===== config.mk =====
export PLATFORM = sky130hd
export DESIGN_NAME = memory_stage
export DESIGN_NICKNAME = d
export VERILOG_FILES = /design/src/rtl/memory_stage_pkg.sv /design/src/rtl/memory_stage_lsu_format.sv /design/src/rtl/memory_stage.sv
export SDC_FILE = /design/constraint.sdc
export NUM_CORES = 1
export LEC_CHECK = 0
export CAP_MARGIN = 20
export CORE_AREA = 2 2 154 156
export CTS_CLUSTER_SIZE = 16
export DETAILED_ROUTE_END_ITERATION = 10
export DIE_AREA = 0 0 156 158
export GPL_TIMING_DRIVEN = 0
export PLACE_DENSITY = 0.69
export SLEW_MARGIN = 5
export SYNTH_ARGS = -nofsm -noshare
export SYNTH_HDL_FRONTEND = slang
export SYNTH_SLANG_ARGS = --single-unit

===== constraint.sdc =====
create_clock -name clk -period 1.9 [get_ports clk]
set_input_delay 0.19 -clock clk [delete_from_list [all_inputs] [get_ports clk]]
set_output_delay 0.19 -clock clk [all_outputs]
set_load 0.01 [all_outputs]

===== src/rtl/memory_stage_pkg.sv =====
// Shared RV32I memory-stage constants: opcodes, funct3 codes, FSM states
// and the access-alignment rule.
package memory_stage_pkg;

  localparam logic [6:0]  OP_LCC   = 7'b0000011;
  localparam logic [6:0]  OP_SCC   = 7'b0100011;
  localparam logic [31:0] INST_NOP = 32'h0000_0013;

  localparam logic [2:0] F3_B  = 3'b000;
  localparam logic [2:0] F3_H  = 3'b001;
  localparam logic [2:0] F3_W  = 3'b010;
  localparam logic [2:0] F3_BU = 3'b100;
  localparam logic [2:0] F3_HU = 3'b101;

  typedef enum logic {
    ST_IDLE = 1'b0,
    ST_WAIT = 1'b1
  } mem_state_e;

  // funct3[1:0] encodes access size for both loads and stores.
  function automatic logic is_misaligned(input logic [2:0] funct3, input logic [1:0] addr_lo);
    case (funct3[1:0])
      2'b10:   return addr_lo != 2'b00;
      2'b01:   return addr_lo[0];
      default: return 1'b0;
    endcase
  endfunction

endpackage


===== src/rtl/memory_stage_lsu_format.sv =====
// Combinational load/store lane formatting: byte enables, store replication,
// load lane select with sign/zero extension, and misalignment detect.
module memory_stage_lsu_format
  import memory_stage_pkg::*;
(
  input  logic [2:0]  funct3,
  input  logic [1:0]  addr_lo,
  input  logic [31:0] store_data,
  input  logic [31:0] rdata,
  output logic [3:0]  be,
  output logic [31:0] wdata,
  output logic [31:0] load_data,
  output logic        misaligned
);

  logic [7:0]  w_byte;
  logic [15:0] w_half;

  always_comb begin
    w_byte     = rdata[8*addr_lo +: 8];
    w_half     = addr_lo[1] ? rdata[31:16] : rdata[15:0];
    be         = 4'b1111;
    wdata      = store_data;
    load_data  = rdata;
    misaligned = is_misaligned(funct3, addr_lo);
    case (funct3[1:0])
      2'b00: begin
        be        = 4'b0001 << addr_lo;
        wdata     = {4{store_data[7:0]}};
        load_data = funct3[2] ? {24'b0, w_byte} : {{24{w_byte[7]}}, w_byte};
      end
      2'b01: begin
        be        = addr_lo[1] ? 4'b1100 : 4'b0011;
        wdata     = {2{store_data[15:0]}};
        load_data = funct3[2] ? {16'b0, w_half} : {{16{w_half[15]}}, w_half};
      end
      default: begin
        be        = 4'b1111;
        wdata     = store_data;
        load_data = rdata;
      end
    endcase
  end

endmodule


===== src/rtl/memory_stage.sv =====
// RV32I M stage: pipeline register, data-memory handshake with wait/timeout
// FSM, store formatting and load extension.
module memory_stage
  import memory_stage_pkg::*;
#(
  parameter  int TIMEOUT_CYCLES = 16,
  localparam int CNT_W          = $clog2(TIMEOUT_CYCLES + 1)
) (
  input  logic        clk,
  input  logic        rst_n,
  input  logic [31:0] PC_x,
  input  logic [31:0] inst_x,
  input  logic [31:0] alu_x,
  input  logic [31:0] rs2_x,
  input  logic [31:0] wb_w_bypass,
  input  logic        wm_bypass,
  input  logic        dmem_ready,
  input  logic [31:0] dmem_rdata,
  output logic        dmem_req,
  output logic        dmem_we,
  output logic [3:0]  dmem_be,
  output logic [31:0] dmem_addr,
  output logic [31:0] dmem_wdata,
  output logic [31:0] PC_m,
  output logic [31:0] inst_m,
  output logic [31:0] alu_m,
  output logic [31:0] mem_data_m,
  output logic        stall_m,
  output logic        misalign_m,
  output logic        bus_err_m
);

  logic [31:0] r_pc_m, r_inst_m, r_alu_m, r_rs2_m;
  mem_state_e  r_state;
  logic [CNT_W-1:0] r_cnt;

  logic        w_is_load, w_is_store, w_is_mem;
  logic        w_misaligned, w_req, w_timeout, w_stall;
  logic [31:0] w_store_data, w_load_data, w_wdata;
  logic [3:0]  w_be;

  assign w_is_load    = r_inst_m[6:0] == OP_LCC;
  assign w_is_store   = r_inst_m[6:0] == OP_SCC;
  assign w_is_mem     = w_is_load | w_is_store;
  assign w_store_data = wm_bypass ? wb_w_bypass : r_rs2_m;

  memory_stage_lsu_format u_fmt (
    .funct3     (r_inst_m[14:12]),
    .addr_lo    (r_alu_m[1:0]),
    .store_data (w_store_data),
    .rdata      (dmem_rdata),
    .be         (w_be),
    .wdata      (w_wdata),
    .load_data  (w_load_data),
    .misaligned (w_misaligned)
  );

  assign w_req     = w_is_mem & ~w_misaligned & (r_state == ST_IDLE || r_state == ST_WAIT);
  assign w_timeout = (r_state == ST_WAIT) & ~dmem_ready & (r_cnt == CNT_W'(TIMEOUT_CYCLES));
  // Combinational so F/D/X freeze in the very cycle the memory is not ready.
  assign w_stall   = w_req & ~dmem_ready & ~w_timeout;

  always_ff @(posedge clk) begin
    if (!rst_n) begin
      r_pc_m   <= '0;
      r_inst_m <= INST_NOP;
      r_alu_m  <= '0;
      r_rs2_m  <= '0;
    end else if (!w_stall) begin
      r_pc_m   <= PC_x;
      r_inst_m <= inst_x;
      r_alu_m  <= alu_x;
      r_rs2_m  <= rs2_x;
    end
  end

  always_ff @(posedge clk) begin
    if (!rst_n) begin
      r_state <= ST_IDLE;
      r_cnt   <= '0;
    end else begin
      case (r_state)
        ST_IDLE: begin
          if (w_req && !dmem_ready) begin
            r_state <= ST_WAIT;
            r_cnt   <= CNT_W'(1);
          end
        end
        ST_WAIT: begin
          if (!w_req || dmem_ready || w_timeout) begin
            r_state <= ST_IDLE;
            r_cnt   <= '0;
          end else if (r_cnt != '1) begin
            r_cnt <= r_cnt + 1'b1;
          end
        end
        default: begin
          r_state <= ST_IDLE;
          r_cnt   <= '0;
        end
      endcase
    end
  end

  assign dmem_req   = w_req;
  assign dmem_we    = w_req & w_is_store;
  assign dmem_be    = w_be;
  assign dmem_addr  = {r_alu_m[31:2], 2'b00};
  assign dmem_wdata = w_wdata;
  assign PC_m       = r_pc_m;
  assign inst_m     = r_inst_m;
  assign alu_m      = r_alu_m;
  assign mem_data_m = (w_req & dmem_ready & w_is_load) ? w_load_data : 32'h0;
  assign stall_m    = w_stall;
  assign misalign_m = w_is_mem & w_misaligned;
  assign bus_err_m  = w_timeout;

endmodule


Yosys cells after proc, flatten, opt, wreduce, memory -nomap -nowiden. Cells that the tools add are included.

Register bits after elaboration: 134. Word-level logic and storage cells: 56. Output and inout port bits: 201. Input bits: 196.

Mux-type cells: 17. Bitwise operators: 14. $add $sub $neg: 1. Shift operators: 2. Eq/ne operators: 8. Reduce and logical (&&, ||, !) cells: 8.

Operators with widths (number): two-way mux 32 bit (4); one-hot mux 32 bit (2 select lines) (2); indexed part select 32 x 6 -> 8 bit (1); two-way mux 16 bit (1); two-way mux 5 bit (3); one-hot mux 5 bit (2 select lines) (1); bitwise AND 1 bit (9); one-hot mux 4 bit (2 select lines) (1); == test 7 x 2 -> 1 bit, second input constant (1); == test 7 x 6 -> 1 bit, second input constant (1); adder 5 x 1 -> 5 bit, second input constant (1); == test 5 bit, second input constant (1); inequality test 5 bit, second input constant (1); two-way mux 4 bit (1); inverter 1 bit (4); one-hot mux 1 bit (2 select lines) (2); << shifter 1 x 2 -> 4 bit, first input constant (1); inequality test 3 x 1 -> 1 bit, second input constant (1); == test 2 x 1 -> 1 bit, second input constant (1); == test 2 bit, second input constant (1); zero test 1 bit (2); zero test 2 bit (1); logical OR 1 bit (2); two-way mux 1 bit (2); 5 further kinds (5).

Depth between registers and ports, before layout.
Depth after elaboration: 9. Gate-level depth with buffers: 10. Depth with buffers taken out: 7.

Hierarchy. A second synthesis with hierarchy kept.

Cell total of the unflattened synthesis: 868. Area total of the unflattened synthesis: 7135.6 µm².

By module, submodules not included: memory_stage (area an instance 6037.0 µm², instances 1, cells each 703, seq. area each 2682.6 µm²); memory_stage_lsu_format (area an instance 1098.6 µm², instances 1, cells each 165, seq. area each 0.0 µm²).

Worst setup path after synthesis. OpenSTA, ideal clock, no wires.

Path kind: reg-to-output. Start point: register r_inst_m[12] (netlist: inst_m[12]). End point: output port mem_data_m[0]. Setup slack: -0.320 ns. Arrival: 2.030 ns. Cell stages (with the launch flop): 9. Required time: 1.710 ns. Path buffers: 2. Cell sequence: dfxtp_1 > inv_1 > ha_1 > clkbuf_1 > or2_2 > clkbuf_1 > o21ai_1 > a22oi_1 > a21oi_1.

Word-level cells in the longest chain between the ends: 7. Elaborated cells on any way between the ends: 10. Classes of those cells: 2 x eq/ne; 3 x mux; 4 x bitwise; 1 x reduce/logical.

Ends and longest elaborated chain: from (decl) (line memory_stage.sv:33) `logic [31:0] r_pc_m, r_inst_m, r_alu_m, r_rs2_m;`; from (signal assigned) (line memory_stage.sv:71) `r_inst_m <= inst_x;`; == test 2 x 1 -> 1 bit or == test 2 bit (tied branches) (line memory_stage_pkg.sv:22, memory_stage_lsu_format.sv:26); one-hot mux 1 bit (2 select lines) (line memory_stage_pkg.sv:22) `case (funct3[1:0])`; inverter 1 bit (line memory_stage.sv:58) `assign w_req = w_is_mem & ~w_misaligned & (r_state == ST_IDLE || r_state == ST_WAIT);`; bitwise AND 1 bit (line memory_stage.sv:58); bitwise AND 1 bit (2 in a row) (line memory_stage.sv:113) `assign mem_data_m = (w_req & dmem_ready & w_is_load) ? w_load_data : 32'h0;`; two-way mux 32 bit (*) (line memory_stage.sv:113); to (decl) (line memory_stage.sv:27) `output logic [31:0] mem_data_m,`.

Mark *: on every way between the ends. The rest lies on a longest branch, timed or not.

Final worst setup path.
Start point: register r_inst_m[13] (netlist: inst_m[13]). End point: output port mem_data_m[7].

The elaborated chain is that of the path after synthesis.

==> impl_metrics.json <==
{
  "netSwitchingFraction_pct": 30.4,
  "synth_top_family_by_area": "multiplexers",
  "cap_violations": 0,
  "via_per_inst": 4.83,
  "setup_viol": 185,
  "syn_to_final_growth_pct": 90.1,
  "portBuffers": 392,
  "synth_area_leaders": "dfxtp_1, mux2i_1, nand2_1",
  "synth_warnings": 0,
  "outcome": "finished, violations left",
  "grt_max_degree": 17,
  "ios": 397,
  "antenna_cells": 0,
  "clk_path_buf_depth": 2,
  "rsz0062_at_grt": "yes",
  "violations": "negative setup slack",
  "crit_fanout": 6,
  "muxShareOfSynthArea_pct": 23.9,
  "synth_cells": 852,
  "syn_area_per_cell_sq_um": 8.30,
  "dp_slack_ns": -0.999,
  "num_rows": 56,
  "die_x_microns": 156,
  "final_nets": 1530,
  "start_kind": "flip-flop",
  "cts_hold_buf": 0,
  "finalWirelength_microns": 30100,
  "relSlewSlack_pct": 43.6,
  "synth_edf_count": 0,
  "coreArea_sq_um": 23100,
  "cp-end-kind": "output port",
  "fp.dieH_microns": 158,
  "synthXorXnorAreaFrac_pct": 0,
  "synth_fa_ha_area_share_pct": 1.06,
  "synth-compound-area-share_pct": 7.90,
  "drt_pass1_iterations": 4,
  "synth-simple-area-share_pct": 20.7,
  "layout_common_cells": "clkdlybuf4s50_1, nand2_1, mux2i_1",
  "htreeDepth": 4,
  "dpl.cell_count": 1535,
  "path_class": "reg -> out",
  "whs_ns": 0.315,
  "finalHoldViolCount": 0,
  "clkPwrFrac_pct": 37.4,
  "ys.flop_type": "dfxtp_1",
  "netlist_area_sq_um": 7080,
  "fp.dieArea_sq_um": 24600,
  "grt.total_usage_pct": 23.1,
  "slew_viol_final": 0,
  "synth.distinct_cells": 47,
  "synth-seq-cells": 134,
  "drc": 0,
  "fin_crit_ns": 2.43,
  "setup_slack_ns": -0.527,
  "yosysSeqAreaShare_pct": 37.9,
  "hold_path_class": "in -> reg",
  "instances_no_fill": 1631,
  "gp_congestion": 0.905,
  "antenna_found_initial": 1,
  "synth_async_sr_flop_share_pct": 0,
  "cts_sinks": 134,
  "fin_skew_ns": 0.0137,
  "p_sw_mw": 2.63,
  "synth_top_area_cell": "dfxtp_1",
  "p_seq_share_pct": 35.7,
  "place_hpwl_microns": 21900,
  "tightest_slew_ns": 0.839,
  "via_count": 7884,
  "start_util_pct": 30.7,
  "ant_nets": 0,
  "routedWlPerCell_microns": 18.4,
  "p_leak_nw": 5.29,
  "drive_gt1_share_pct": 24.5,
  "fmax_ghz": 0.412,
  "worst_ir_drop_vdd_mv": 0.526,
  "final_common_cell": "clkdlybuf4s50_1",
  "first_global_vias": 8051,
  "arrival_ns": 2.24,
  "clock_latency_ns": 0.42,
  "cts_tree": "yes",
  "drt_iter0_drc": 450,
  "finalPower_mw": 8.67,
  "cts-root-buf": "clkbuf_16",
  "cp.required_ns": 1.71,
  "cts_made_buffers": 17,
  "pwr-share-comb_pct": 26.9,
  "grt_pass1_wl_microns": 44000,
  "p_per_area_nw_per_um2": 644,
  "min_period_over_period_pct": 128,
  "grt-ovfl-total": 0,
  "p_int_mw": 6.04,
  "clk_transition_reported_paths_ns": 0.07,
  "yosysTopAreaCellShare_pct": 37.9
}
through the flow:
stage / utilization (%) / area, sq um / TNS, ns
finish: 58.4 / 13500 / -68.51
global route: 58.4 / 13500 / -85.01
CTS: 55.9 / 12900 / -60.88
detailed placement: 50.6 / 11700 / -78.91
global placement: 50.6 / 11700 / -76.49
floorplan: - / 7370 / -1.97
metal layers:
layer	vias to the layer above	part of all wire, %	GRT usage (%)
li1	3793	-	-
met2	365	49	40.6
met5	-	0.053	0
met4	2	3.9	10.0
met3	74	8.1	7.17
met1	3650	39	25.9
timing repair:
item / 4_1_cts / 5_1_grt
endpoints found under the setup margin: 200 / 201
resized for setup: 357 / 76
gates cloned: 2 / 6
endpoints found under the hold margin: 0 / 0
setup buffers: 44 / 19
pin swaps: 21 / 4
power by group through the flow:
stage,Clock [mW],Sequential (mW),Combinational (mW)
final,3.25,3.09,2.33
after global placement,0,3.15,1.98
after global routing,3.43,3.11,2.48
after detailed placement,0,3.15,1.99
after CTS,3.30,3.09,2.19
after floorplan,0,3.18,0.801
final cells by class:
cell class	count	area, sq um
plain buffers	89	807
clock buffers	17	425
clock inverters	15	155
fillers	1974	9600
inverters	12	57.6
multi-input cells	612	4350
flip-flops and latches	134	2690
well taps	290	363
repair buffers	462	4600
worst max-delay path, stage by stage (launching register included):
cell	delay [ns]
dfxtp_4	0.38
inv_4	0.05
ha_4	0.18
o211a_1	0.24
a31oi_4	0.21
nand3_4	0.15
buf_6	0.17
clkbuf_16	0.16
a21oi_4	0.13
buf_2	0.15
final timing paths:
path | from | endpoint | slack, ns | cells after the start
setup / recovery | inst_m[13]$_SDFFE_PN0P_ | mem_data_m[7] | -0.53 | 9
hold / removal | alu_x[13] | alu_m[13]$_SDFFE_PN0P_ | 0.31 | 3
setup reg to reg | inst_m[13]$_SDFFE_PN0P_ | inst_m[1]$_SDFFE_PN1P_ | -0.46 | 13
hold reg to reg | inst_m[15]$_SDFFE_PN0P_ | inst_m[15]$_SDFFE_PN0P_ | 0.46 | 2
logic make-up (layout without fill, tap and decap cells):
| group | Yosys count | in the layout |
|---|---|---|
| buf+inv | 107 | 595 |
| other cells | 1 | 2 |
| simple gates | 349 | 349 |
| mux | 166 | 166 |
| compound gates | 89 | 89 |
| flops | 134 | 134 |
| fa+ha+maj | 6 | 6 |
state kept, by name (all words and copies together), names as in the netlist:
name / flops
PC_m: 32
alu_m: 32
inst_m: 32
r_rs2_m: 32
r_cnt: 5
r_state: 1
cells in the mapped netlist, types with 8 or more instances:
master / n
dfxtp_1: 134
inv_1: 10
nor2_1: 34
nand2b_1: 8
mux2i_1: 144
nand2_1: 259
nor3_1: 16
a21oi_1: 37
buf_4: 39
o21ai_0: 15
and3_1: 10
a22oi_1: 15
mux2_2: 22
clkbuf_1: 42
(Power assumes the default switching activity.)
